--- config.mk ---
export PLATFORM = sky130hd
export DESIGN_NAME = if_fetch_stage_flat
export DESIGN_NICKNAME = d
export VERILOG_FILES = /design/src/rtl/rv32_pkg.sv /design/src/rtl/if_fetch_stage_if.sv /design/src/rtl/if_fetch_fifo.sv /design/src/rtl/if_fetch_stage.sv /design/src/flat_wrapper.sv
export SDC_FILE = /design/constraint.sdc
export NUM_CORES = 1
export LEC_CHECK = 0
export BUFFER_PORTS_ARGS = -buffer_cell sky130_fd_sc_hd__buf_2
export CORE_MARGIN = 2
export CORE_UTILIZATION = 30
export DETAILED_ROUTE_END_ITERATION = 8
export PLACE_DENSITY_LB_ADDON = 0.08
export SYNTH_ARGS = -nofsm -noshare
export SYNTH_HDL_FRONTEND = slang
export SYNTH_SLANG_ARGS = --single-unit
--- constraint.sdc ---
create_clock -name clk -period 5.16 [get_ports clk]
set_input_delay 1.548 -clock clk [delete_from_list [all_inputs] [get_ports clk]]
set_output_delay 1.548 -clock clk [all_outputs]
set_load 0.02 [all_outputs]
--- src/rtl/rv32_pkg.sv ---
// Shared RV32I pipeline types and constants.
package rv32_pkg;

   localparam int XLEN = 32;
   localparam logic [XLEN-1:0] NOP = 32'h0000_0013;

   typedef struct packed {
      logic [XLEN-1:0] instr;
      logic [XLEN-1:0] pc;
   } fetch_entry_t;

endpackage

--- src/rtl/if_fetch_stage_if.sv ---
// Instruction-memory bus: valid/ready request, valid-only in-order response.
interface if_fetch_stage_if;
   import rv32_pkg::*;

   logic            req_valid;
   logic            req_ready;
   logic [XLEN-1:0] req_addr;
   logic            rsp_valid;
   logic [XLEN-1:0] rsp_data;

   modport master (
      output req_valid,
      output req_addr,
      input  req_ready,
      input  rsp_valid,
      input  rsp_data
   );

   modport slave (
      input  req_valid,
      input  req_addr,
      output req_ready,
      output rsp_valid,
      output rsp_data
   );

endinterface

--- src/rtl/if_fetch_fifo.sv ---
// Small synchronous FIFO of fetched {instr, pc} entries with flush.
module if_fetch_fifo
   import rv32_pkg::*;
#(
   parameter int DEPTH = 2,
   localparam int AW = $clog2(DEPTH),
   localparam int CW = AW + 1
) (
   input  logic         clk,
   input  logic         reset,
   input  logic         push,
   input  logic         pop,
   input  logic         flush,
   input  fetch_entry_t wdata,
   output fetch_entry_t rdata,
   output logic [CW-1:0] count,
   output logic         full,
   output logic         empty
);

   localparam logic [CW-1:0] DEPTH_C = DEPTH[CW-1:0];

   fetch_entry_t  mem [DEPTH];
   logic [AW-1:0] wr_ptr;
   logic [AW-1:0] rd_ptr;
   logic          do_push;
   logic          do_pop;

   assign empty   = (count == '0);
   assign full    = (count == DEPTH_C);
   assign do_pop  = pop && !empty;
   // A full FIFO can still take a push when the head leaves that cycle.
   assign do_push = push && (!full || do_pop);
   assign rdata   = mem[rd_ptr];

   always_ff @(posedge clk or posedge reset) begin
      if (reset) begin
         wr_ptr <= '0;
         rd_ptr <= '0;
         count  <= '0;
      end else if (flush) begin
         wr_ptr <= '0;
         rd_ptr <= '0;
         count  <= '0;
      end else begin
         if (do_push)
            wr_ptr <= wr_ptr + 1'b1;
         if (do_pop)
            rd_ptr <= rd_ptr + 1'b1;
         count <= count + CW'(do_push) - CW'(do_pop);
      end
   end

   always_ff @(posedge clk) begin
      if (do_push && !flush)
         mem[wr_ptr] <= wdata;
   end

endmodule

--- src/rtl/if_fetch_stage.sv ---
// RV32I fetch stage: PC, credit-limited imem requests, redirect discard.
// Define IF_PERF_CNT_EN to add stall/flush/discard performance counters.
module if_fetch_stage
   import rv32_pkg::*;
#(
   parameter logic [31:0] RESET_PC   = 32'h0000_0000,
   parameter int          FIFO_DEPTH = 2
) (
   input  logic              clk,
   input  logic              reset,
   if_fetch_stage_if.master  imem,
   input  logic              redirect_valid,
   input  logic [31:0]       redirect_pc,
   output logic              id_valid,
   input  logic              id_ready,
   output logic [31:0]       id_instr,
   output logic [31:0]       id_pc,
   output logic [31:0]       id_pcplus4
`ifdef IF_PERF_CNT_EN
   ,
   output logic [31:0]       perf_stall_cnt,
   output logic [31:0]       perf_flush_cnt,
   output logic [31:0]       perf_discard_cnt
`endif
);

   localparam int CW = $clog2(FIFO_DEPTH) + 1;
   localparam int DW = 16;
   localparam logic [CW:0] DEPTH_C = FIFO_DEPTH[CW:0];

   logic [31:0]   pc_q;
   logic [31:0]   rsp_pc_q;
   logic [CW-1:0] outstanding;
   logic [DW-1:0] discard_cnt;
   logic [31:0]   target;
   logic [CW:0]   inflight;
   logic          req_fire;
   logic          rsp_drop;
   logic          live_rsp;
   logic          push;
   logic          pop;
   fetch_entry_t  wdata;
   fetch_entry_t  head;
   logic [CW-1:0] fifo_count;
   logic          full;
   logic          empty;

   assign target   = redirect_pc & 32'hFFFF_FFFC;
   assign inflight = {1'b0, outstanding} + {1'b0, fifo_count};

   assign imem.req_valid = !reset && !redirect_valid
                        && (inflight < DEPTH_C);
   assign imem.req_addr  = pc_q;

   assign req_fire = imem.req_valid && imem.req_ready;
   assign rsp_drop = imem.rsp_valid && (discard_cnt != '0);
   assign live_rsp = imem.rsp_valid && (discard_cnt == '0);
   assign push     = live_rsp && !redirect_valid;
   assign pop      = id_valid && id_ready && !redirect_valid;
   assign wdata    = '{instr: imem.rsp_data, pc: rsp_pc_q};

   // Live requests move into the discard pool on redirect.
   always_ff @(posedge clk or posedge reset) begin
      if (reset) begin
         pc_q        <= RESET_PC;
         rsp_pc_q    <= RESET_PC;
         outstanding <= '0;
         discard_cnt <= '0;
      end else if (redirect_valid) begin
         pc_q        <= target;
         rsp_pc_q    <= target;
         outstanding <= '0;
         discard_cnt <= discard_cnt + DW'(outstanding)
                      - DW'(imem.rsp_valid);
      end else begin
         if (req_fire)
            pc_q <= pc_q + 32'd4;
         if (push)
            rsp_pc_q <= rsp_pc_q + 32'd4;
         outstanding <= outstanding + CW'(req_fire)
                      - CW'(live_rsp);
         discard_cnt <= discard_cnt - DW'(rsp_drop);
      end
   end

   if_fetch_fifo #(
      .DEPTH (FIFO_DEPTH)
   ) u_fifo (
      .clk   (clk),
      .reset (reset),
      .push  (push),
      .pop   (pop),
      .flush (redirect_valid),
      .wdata (wdata),
      .rdata (head),
      .count (fifo_count),
      .full  (full),
      .empty (empty)
   );

   assign id_valid   = !empty;
   assign id_instr   = empty ? NOP : head.instr;
   assign id_pc      = empty ? 32'd0 : head.pc;
   assign id_pcplus4 = id_pc + 32'd4;

   push_into_full: assert property (
      @(posedge clk) disable iff (reset)
      !(push && full && !pop)
   );

`ifdef IF_PERF_CNT_EN
   logic stall_ev;
   logic disc_ev;

   assign stall_ev = id_valid && !id_ready;
   assign disc_ev  = imem.rsp_valid
                  && (redirect_valid || discard_cnt != '0);

   always_ff @(posedge clk or posedge reset) begin
      if (reset) begin
         perf_stall_cnt   <= '0;
         perf_flush_cnt   <= '0;
         perf_discard_cnt <= '0;
      end else begin
         if (stall_ev && perf_stall_cnt != '1)
            perf_stall_cnt <= perf_stall_cnt + 32'd1;
         if (redirect_valid && perf_flush_cnt != '1)
            perf_flush_cnt <= perf_flush_cnt + 32'd1;
         if (disc_ev && perf_discard_cnt != '1)
            perf_discard_cnt <= perf_discard_cnt + 32'd1;
      end
   end
`endif

endmodule

--- src/flat_wrapper.sv ---
// flat-port wrapper written by rule: the top's interface ports become plain ports
module if_fetch_stage_flat import rv32_pkg::*;
#(
   parameter logic [31:0] RESET_PC   = 32'h0000_0000,
   parameter int          FIFO_DEPTH = 2
)
  (clk, reset, redirect_valid, redirect_pc, id_valid, id_ready, id_instr, id_pc, id_pcplus4, imem_req_valid, imem_req_addr, imem_req_ready, imem_rsp_valid, imem_rsp_data);
  if_fetch_stage_if imem_i ();
  input  logic clk;
  input  logic reset;
  input  logic redirect_valid;
  input  logic [31:0] redirect_pc;
  output logic id_valid;
  input  logic id_ready;
  output logic [31:0] id_instr;
  output logic [31:0] id_pc;
  output logic [31:0] id_pcplus4;
  output wire logic [$bits(imem_i.req_valid)-1:0] imem_req_valid;
  output wire logic [$bits(imem_i.req_addr)-1:0] imem_req_addr;
  input wire logic [$bits(imem_i.req_ready)-1:0] imem_req_ready;
  input wire logic [$bits(imem_i.rsp_valid)-1:0] imem_rsp_valid;
  input wire logic [$bits(imem_i.rsp_data)-1:0] imem_rsp_data;
  assign imem_req_valid = imem_i.req_valid;
  assign imem_req_addr = imem_i.req_addr;
  assign imem_i.req_ready = imem_req_ready;
  assign imem_i.rsp_valid = imem_rsp_valid;
  assign imem_i.rsp_data = imem_rsp_data;
  if_fetch_stage #(.RESET_PC(RESET_PC), .FIFO_DEPTH(FIFO_DEPTH)) u_core (.clk(clk), .reset(reset), .imem(imem_i), .redirect_valid(redirect_valid), .redirect_pc(redirect_pc), .id_valid(id_valid), .id_ready(id_ready), .id_instr(id_instr), .id_pc(id_pc), .id_pcplus4(id_pcplus4));
endmodule
==> out/results.ini, run 1 <==
[timing]
max_freq_ghz=0.2111
finalMaxSlewViolations=0
fin_crit_sh_pct=91.78
fin_crit_ps=4736
finalHoldViolCount=0
rsz0062_at_grt=no
skew_ps=16.00
max_slew_margin_pct=47.30
max_slew.worst_pin.slew_ps=783.2
finalSetupViolCount=0

[yosys]
synth_edf_count=124
ys_top_cells_by_area=edfxtp_1, dfrtp_1, mux2i_1
netlist_area_mm2=0.01099
synth-main-ff-cell=edfxtp_1
synth_cell_types=65
seq_area_frac_synth_pct=52.54
yosysTopAreaCell=edfxtp_1
yosysWarnings=0
synth_seq_cells=206
synthArstFlopShare_pct=39.81
netlist_instances=976
synth.most_common_cell=edfxtp_1
synthTopCellsByCount=edfxtp_1, nor2_1, dfrtp_1
synth_area_per_cell_um2=11.26
synth_top_area_share_pct=33.87

[clock_network]
clk-insertion-delay-late_ps=540
clock_sinks=206
cts_setup_buffers=0
cts-resized-gates=0
htreeDepth=1
cts-root-buf=clkbuf_16
cts_hold_buf=0
cts_buffers=26
cts_tree=done
clock_path_buffers=3
clk_transition_reported_paths_ps=60

[hold_path]
min_path_type=flop to flop

[pwr]
finalPower_w=0.005319
ir_drop_mv=0.2374
power_leakage_nw=5.437
power.density_mw_per_mm2=396.7

[placement]
portBuffers=191
dp.cells=1615
hpwl_um=19950
gp_congestion=0.7844

[cells_and_area]
nets=1294
syn2layout_area_growth_pct=21.97
instances_no_fill=1664
antenna_cells=0
drive_above_1_share_pct=24.83

[route]
ant_nets=0
dr.pass1.iters=4
via_per_inst=4.565
num_vias=7596
drc_errors=0
avgRoutedWirePerCell_um=16.91
drt_iter0_drc=345
wirelength_um=28140

[global_route]
gr-total-overflow=0
track_usage_pct=14.72
grt_antenna_before_repair=0
grt_pass1_wl_um=44300
grt_pass1_vias=7696
grt_start_max_net_pins=66

[critical_path]
r2r_slack_ps=1860
endpoint_kind=output pin
worst_setup_path_start_kind=flop
cp.required_ps=3610
critPathKind=flop to output pin
path_max_fanout=16
crit_arrival_ps=3190

[die]
rows=70
die_y_um=195.4
core_mm2=0.03635
die_w_um=195.4
initial_core_util_pct=30.24
ios=200
design.die.area_mm2=0.03819

[status]
status=completed

[job]
cap_violations=0

==> cells in the final DEF (no fill, tap or decap), types with 4 or more instances in the layout <==
cell / netlist / final
inv_1: 58 / 57
bufinv_16: 0 / 4
nand4_1: 18 / 18
and3_1: 8 / 8
clkinv_2: 0 / 9
o21ai_0: 24 / 24
nor2_1: 118 / 115
mux2_2: 12 / 12
clkbuf_1: 13 / 4
nor3_4: 4 / 4
nor4_1: 4 / 4
a21oi_1: 38 / 38
xor2_1: 50 / 50
nand3_1: 36 / 36
nor2_2: 7 / 7
nand2b_1: 12 / 12
a21boi_1: 5 / 5
xnor2_1: 65 / 65
nor3_1: 11 / 11
nor2_4: 1 / 4
buf_4: 7 / 7
edfxtp_1: 124 / 124
clkbuf_16: 0 / 26
conb_1: 1 / 6
buf_2: 7 / 191
dfrtp_1: 82 / 81
nand2_1: 64 / 64
a21boi_0: 20 / 20
ha_1: 46 / 46
mux2i_1: 65 / 65
nor2b_1: 4 / 4
buf_12: 1 / 4
==> metrics by stage <==
stage / cell area (um^2) / hold slack, ps / TNS (ps) / utilization (%) / setup slack [ps]
after floorplan: 11010 / 462.8 / -87580 / - / -706.3
after global placement: 12500 / 502.4 / 0 / 34.40 / 817.5
after detailed placement: 12500 / 513.9 / 0 / 34.40 / 781.5
after CTS: 13390 / 529.3 / 0 / 36.85 / 189.2
after global routing: 13410 / 547.7 / 0 / 36.89 / 152.7
final: 13410 / 526.5 / 0 / 36.89 / 423.9
==> state kept, by name, summed over array words and instances, names as in the netlist <==
register              flops
u_core.u_fifo.mem       124
u_core.imem.req_addr     30
u_core.rsp_pc_q          30
u_core.discard_cnt       16
u_core.outstanding        2
u_core.u_fifo.count       2
u_core.u_fifo.rd_ptr      1
u_core.u_fifo.wr_ptr      1
==> routing by layer <==
metal	vias up	GRT usage, %	wire length (um)
li1	3785	-	-
met3	21	2.556	1532
met2	178	22.39	12040
met5	-	0	0
met1	3612	21.86	14210
met4	0	3.082	359
==> where the power goes <==
group	internal, W	switching [W]	leakage [nW]
combinational	0.000614	0.000835	2.94
sequential	0.00187	0.000120	2.06
clock	0.00115	0.000721	0.436
total	0.00364	0.00168	5.44
==> worst max-delay path, cell delays in order (launching register included) <==
cell      delay [ps]
dfrtp_4          560
buf_4            280
nand3_1          110
a211oi_2         270
nand3_1          190
or3_4            450
nor3_4           300
nand4_1          150
xnor2_1          160
buf_2            180
==> cell families after synthesis <==
| group | synth area share, % |
|---|---|
| adder cells (fa/ha/maj) | 5.600 |
| other | 0.03411 |
| flip-flops | 52.54 |
| buffers and inverters | 3.915 |
| AO/OA/AOI/OAI | 6.408 |
| XOR/XNOR | 9.162 |
| multiplexers | 7.148 |
| AND/OR/NAND/NOR | 15.19 |
==> path summary, 6_finish.rpt <==
kind / startpoint / end / depth (start not counted)
worst max-delay path: u_core.u_fifo.rd_ptr / id_pcplus4[31] / 9
worst min-delay path: u_core.rsp_pc_q[25] / u_core.u_fifo.mem[0][25] / 0
worst max register to register: u_core.u_fifo.count[0] / u_core.imem.req_addr[31] / 9
worst min register to register: u_core.rsp_pc_q[25] / u_core.u_fifo.mem[0][25] / 0
max in group asynchronous: reset / u_core.u_fifo.rd_ptr / 3
min in group asynchronous: reset / u_core.discard_cnt[5] / 3
==> layout make-up <==
cell class / instances / area (um^2)
clock buffer: 32 / 693.2
fill: 3615 / 22940
inverter: 59 / 222.7
clock inverter: 16 / 195.2
multi-input combinational: 680 / 4828
tap: 468 / 585.6
sequential: 206 / 5779
timing repair buffer: 203 / 1104
(Power assumes the default switching activity.)
==> inputs of run 2 (changes only) <==
--- a/config.mk
+++ b/config.mk
@@ -9,6 +9,7 @@
 export CORE_MARGIN = 2
 export CORE_UTILIZATION = 30
 export DETAILED_ROUTE_END_ITERATION = 8
+export MAX_ROUTING_LAYER = met4
 export PLACE_DENSITY_LB_ADDON = 0.08
 export SYNTH_ARGS = -nofsm -noshare
 export SYNTH_HDL_FRONTEND = slang
==> out/results.ini, run 2 (synthesis gave the netlist of run 1 again) <==
[placement]
hpwl_um=19950  ; unchanged
portBuffers=191  ; unchanged
gp_congestion=0.7953  ; +1.4%
dp.cells=1615  ; unchanged

[cells_and_area]
final_cell_mix=buf_2, edfxtp_1, nor2_1
instances_no_fill=1664  ; unchanged
final_core_util_pct=36.89  ; unchanged
drive_above_1_share_pct=24.83  ; unchanged
final_common_cell=buf_2
syn2layout_area_growth_pct=21.97  ; unchanged
fillCellCount=3615  ; unchanged
antenna_cells=0  ; unchanged
largest-register=u_core.u_fifo.mem
largest_reg_flops=124  ; unchanged
nets=1294  ; unchanged

[clock_network]
cts_buffers=26  ; unchanged
clock_path_buffers=3  ; unchanged
htreeDepth=1  ; unchanged
cts_tree=done
cts_hold_buf=0  ; unchanged
cts-resized-gates=0  ; unchanged
cts-root-buf=clkbuf_16
clock_sinks=206  ; unchanged
clk_transition_reported_paths_ps=60  ; about the same
clk-insertion-delay-late_ps=540  ; about the same

[timing]
max_slew_margin_pct=47.33  ; about the same
finalHoldViolCount=0  ; unchanged
finalSetupViolCount=0  ; unchanged
max_freq_ghz=0.2110  ; about the same
max_slew.worst_pin.slew_ps=782.9  ; -0.3191 ps
fin_crit_ps=4738  ; +2.350 ps
fin_crit_sh_pct=91.83  ; about the same
finalMaxSlewViolations=0  ; unchanged
skew_ps=16.50  ; +0.4999 ps
rsz0062_at_grt=no

[route]
drc_errors=0  ; unchanged
dr.pass1.iters=4  ; unchanged
via_per_inst=4.578  ; +0.28%
drt_iter0_drc=333  ; -3.5%
wirelength_um=28150  ; about the same
ant_nets=0  ; unchanged
avgRoutedWirePerCell_um=16.92  ; about the same
num_vias=7617  ; +0.28%

[critical_path]
worst_setup_path_start_kind=flop
cp.required_ps=3610  ; about the same
endpoint_kind=output pin
path_max_fanout=16  ; unchanged
crit_arrival_ps=3190  ; about the same
critPathKind=flop to output pin

[die]
initial_core_util_pct=30.24  ; unchanged
die_y_um=195.4  ; unchanged
die_w_um=195.4  ; unchanged
rows=70  ; unchanged
core_mm2=0.03635  ; unchanged
ios=200  ; unchanged
design.die.area_mm2=0.03819  ; unchanged

[global_route]
grt_pass1_wl_um=44300  ; about the same
track_usage_pct=15.16  ; +0.45 points
grt_start_max_net_pins=66  ; unchanged
grt_pass1_vias=7705  ; +0.12%
grt_antenna_before_repair=0  ; unchanged
gr-total-overflow=0  ; unchanged

[status]
status=completed

[job]
cap_violations=0  ; unchanged

[pwr]
power.density_mw_per_mm2=396.7  ; about the same
ir_drop_mv=0.2378  ; +0.17%
power_leakage_nw=5.437  ; unchanged

[hold_path]
min_path_type=flop to flop

==> run 2: worst max-delay path: stages, from the launching register on <==
cell and delay, ps:
dfrtp_4 560, buf_4 280, nand3_1 110, a211oi_2 270, nand3_1 190, or3_4 450, nor3_4 300, nand4_1 150
xnor2_1 160, buf_2 180
==> run 2: what timing repair did <==
| item | in CTS | in global routing |
|---|---|---|
| buffers inserted | 0 | 1 |
| hold endpoints to repair | 0 | 0 |
| endpoints found under the setup margin | 0 | 1 |
==> run 2: power by group <==
part	switching (W)	total (W)	internal (W)	leakage (nW)
registers	0.000120	0.00199	0.00187	2.06
logic	0.000836	0.00145	0.000614	2.94
clock network	0.000721	0.00187	0.00115	0.436
==> run 2: worst paths after layout <==
kind,start,end,slack [ps],cells past startpoint
hold / removal,u_core.rsp_pc_q[25],u_core.u_fifo.mem[0][25],530,0
hold reg to reg,u_core.rsp_pc_q[25],u_core.u_fifo.mem[0][25],530,0
max in group asynchronous,reset,u_core.u_fifo.rd_ptr,3380,3
setup reg to reg,u_core.u_fifo.count[0],u_core.imem.req_addr[31],1850,9
min in group asynchronous,reset,u_core.discard_cnt[5],1160,3
setup / recovery,u_core.u_fifo.rd_ptr,id_pcplus4[31],420,9
==> run 2: stage by stage <==
step	total power [W]	setup slack [ps]	instance area, um^2	setup TNS (ps)	hold slack, ps
2_1_floorplan	0.003120	-706.3	11010	-87580	462.8
3_3_place_gp	0.003490	817.5	12500	0	502.4
3_5_place_dp	0.003482	781.5	12500	0	513.9
4_1_cts	0.005408	189.2	13390	0	529.3
5_1_grt	0.005694	153.9	13410	0	547.7
6_report	0.005319	421.6	13410	0	526.5
==> run 2: metal layers <==
metal  share of wire, %  wire length [um]  global-route usage, %  up-vias
li1                   -                 -                      -     3785
met1                 51             14270                  22.08     3631
met4                1.3               358                  3.082        0
met2                 43             12040                  22.35      180
met5                  0                 0                      -        -
met3                5.3              1483                  2.280       21
==> run 2: area by class of cell <==
class | count | area (um^2) | area share (%)
timing repair buffer | 203 | 1104 | 8.231
clock buffer | 32 | 693.2 | 5.170
tap | 468 | 585.6 | 4.367
multi-input combinational | 680 | 4828 | 36.01
clock inverter | 16 | 195.2 | 1.456
inverter | 59 | 222.7 | 1.661
sequential | 206 | 5779 | 43.10
==> inputs of run 3 (changes only) <==
--- a/config.mk
+++ b/config.mk
@@ -5,7 +5,7 @@
 export SDC_FILE = /design/constraint.sdc
 export NUM_CORES = 1
 export LEC_CHECK = 0
-export BUFFER_PORTS_ARGS = -buffer_cell sky130_fd_sc_hd__buf_2
+export BUFFER_PORTS_ARGS = -buffer_cell sky130_fd_sc_hd__buf_4
 export CORE_MARGIN = 2
 export CORE_UTILIZATION = 30
 export DETAILED_ROUTE_END_ITERATION = 8
==> out/results.ini, run 3 (synthesis gave the netlist of run 1 again) <==
[status]
status=completed

[route]
drt_iter0_drc=265  ; -20%
avgRoutedWirePerCell_um=17.08  ; +0.94%
via_per_inst=4.607  ; +0.65%
drc_errors=0  ; unchanged
ant_nets=0  ; unchanged
wirelength_um=28450  ; +1.1%
dr.pass1.iters=4  ; unchanged
num_vias=7676  ; +0.77%

[die]
core_mm2=0.03635  ; unchanged
die_y_um=195.4  ; unchanged
die_w_um=195.4  ; unchanged
initial_core_util_pct=30.24  ; unchanged
rows=70  ; unchanged
ios=200  ; unchanged
design.die.area_mm2=0.03819  ; unchanged

[clock_network]
clock_sinks=206  ; unchanged
cts-resized-gates=0  ; unchanged
clk-insertion-delay-late_ps=530  ; about the same
cts_tree=done
htreeDepth=1  ; unchanged
cts-root-buf=clkbuf_16
cts_buffers=26  ; unchanged
clock_path_buffers=3  ; unchanged
cts_setup_buffers=0  ; unchanged
clk_transition_reported_paths_ps=60  ; about the same
cts_hold_buf=0  ; unchanged

[critical_path]
crit_path_top_delay_cell=dfrtp_4
slowest_delay_ps=630  ; +70 ps
crit_top_cell=or3_4
critPathKind=flop to output pin
crit_arrival_ps=3330  ; +140 ps
endpoint_kind=output pin
critPathBufInv=2  ; unchanged
path_delay_family=simple AND/OR/NAND/NOR gates
path_max_fanout=20  ; +4
cp.required_ps=3610  ; about the same
worst_setup_path_start_kind=flop
path_cells=clkbuf_16 > nand3b_1 > a211oi_2 > nand2_1 > or3_4 > or3_4 > nor2_2 > xor2_1 > buf_4

[global_route]
gr-total-overflow=0  ; unchanged
grt_pass1_vias=7743  ; +0.49%
track_usage_pct=15.19  ; +0.022 points
grt_pass1_wl_um=44570  ; +0.61%
grt_start_max_net_pins=63  ; -4.5%
grt_antenna_before_repair=0  ; unchanged

[timing]
finalHoldViolCount=0  ; unchanged
setup_ws_ps=281.7  ; -139.9 ps
fin_crit_ps=4878  ; +139.9 ps
max_slew_margin_pct=48.03  ; +0.70 points
skew_ps=14.98  ; -1.524 ps
rsz0062_at_grt=no
max_freq_ghz=0.2050  ; -2.9%
finalMaxSlewViolations=0  ; unchanged
fin_crit_sh_pct=94.54  ; +2.7 points
max_slew.worst_pin.slew_ps=759.9  ; -22.98 ps
finalSetupViolCount=0  ; unchanged

[cells_and_area]
largest_reg_flops=124  ; unchanged
nets=1296  ; +0.15%
syn2layout_area_growth_pct=25.94
largest-register=u_core.u_fifo.mem
drive_above_1_share_pct=24.37  ; -0.46 points
final_common_cell=buf_4
final_cell_mix=buf_4, edfxtp_1, nor2_1
antenna_cells=0  ; unchanged
instances_no_fill=1666  ; +0.12%

[job]
cap_violations=0  ; unchanged

[pwr]
power.density_mw_per_mm2=377.8  ; -4.8%
ir_drop_mv=0.2523  ; +6.1%
power_leakage_nw=5.500  ; +1.2%
finalPower_w=0.005230  ; -1.7%

[placement]
dp.cells=1617  ; +0.12%
hpwl_um=20450  ; +2.5%
gp_congestion=0.8040  ; +1.1%
dp_slack_ps=739.3  ; -42.18 ps
portBuffers=191  ; unchanged

[hold_path]
min_path_type=flop to flop

[run 3: changes by cell type in the layout (fill, tap and decap cells not counted), sizes merged]
cell / change
inv: -1
bufinv: -2
clkinv: -2
clkinvlp: -2
clkbuf: +8
buf: +1
[run 3: power breakdown]
part,switching [W],internal (W),total (W)
logic,0.000831,0.000640,0.00147
clock network,0.000692,0.00107,0.00176
registers,0.000120,0.00187,0.00199
total,0.00164,0.00359,0.00523
[run 3: layout make-up]
class                      instances  area [um^2]
fill                            3690        22500
sequential                       206         5779
multi-input combinational        680         4828
timing repair buffer             205         1594
clock buffer                      39        729.5
tap                              468        585.6
inverter                          59        224.0
clock inverter                     9        103.9
[run 3: per-stage QoR]
| step | util, % | hold slack (ps) | setup TNS, ps | instance area [um^2] |
|---|---|---|---|---|
| 2_1_floorplan | - | 462.8 | -87580 | 11010 |
| 4_1_cts | 38.02 | 497.1 | 0 | 13820 |
| 3_5_place_dp | 35.73 | 482.4 | 0 | 12990 |
| 3_3_place_gp | 35.73 | 477.8 | 0 | 12990 |
| 5_1_grt | 38.09 | 516.1 | 0 | 13840 |
| 6_report | 38.09 | 491.7 | 0 | 13840 |
[run 3: metal layers]
metal	wire length, um	track usage (%)	vias up
met4	406	3.025	0
met3	1288	2.314	27
met1	14310	21.61	3684
met2	12440	23.00	169
met5	0	-	-
li1	-	-	3796
[run 3: final timing paths]
| kind | from | end | slack (ps) | cells after the start |
|---|---|---|---|---|
| worst max-delay path | u_core.u_fifo.rd_ptr | id_pcplus4[26] | 280 | 9 |
| worst min-delay path | u_core.rsp_pc_q[31] | u_core.u_fifo.mem[1][31] | 490 | 0 |
| worst max register to register | u_core.discard_cnt[4] | u_core.u_fifo.mem[0][59] | 1710 | 8 |
| worst min register to register | u_core.rsp_pc_q[31] | u_core.u_fifo.mem[1][31] | 490 | 0 |
| max in group asynchronous | reset | u_core.imem.req_addr[19] | 3240 | 3 |
| min in group asynchronous | reset | u_core.discard_cnt[4] | 1090 | 2 |
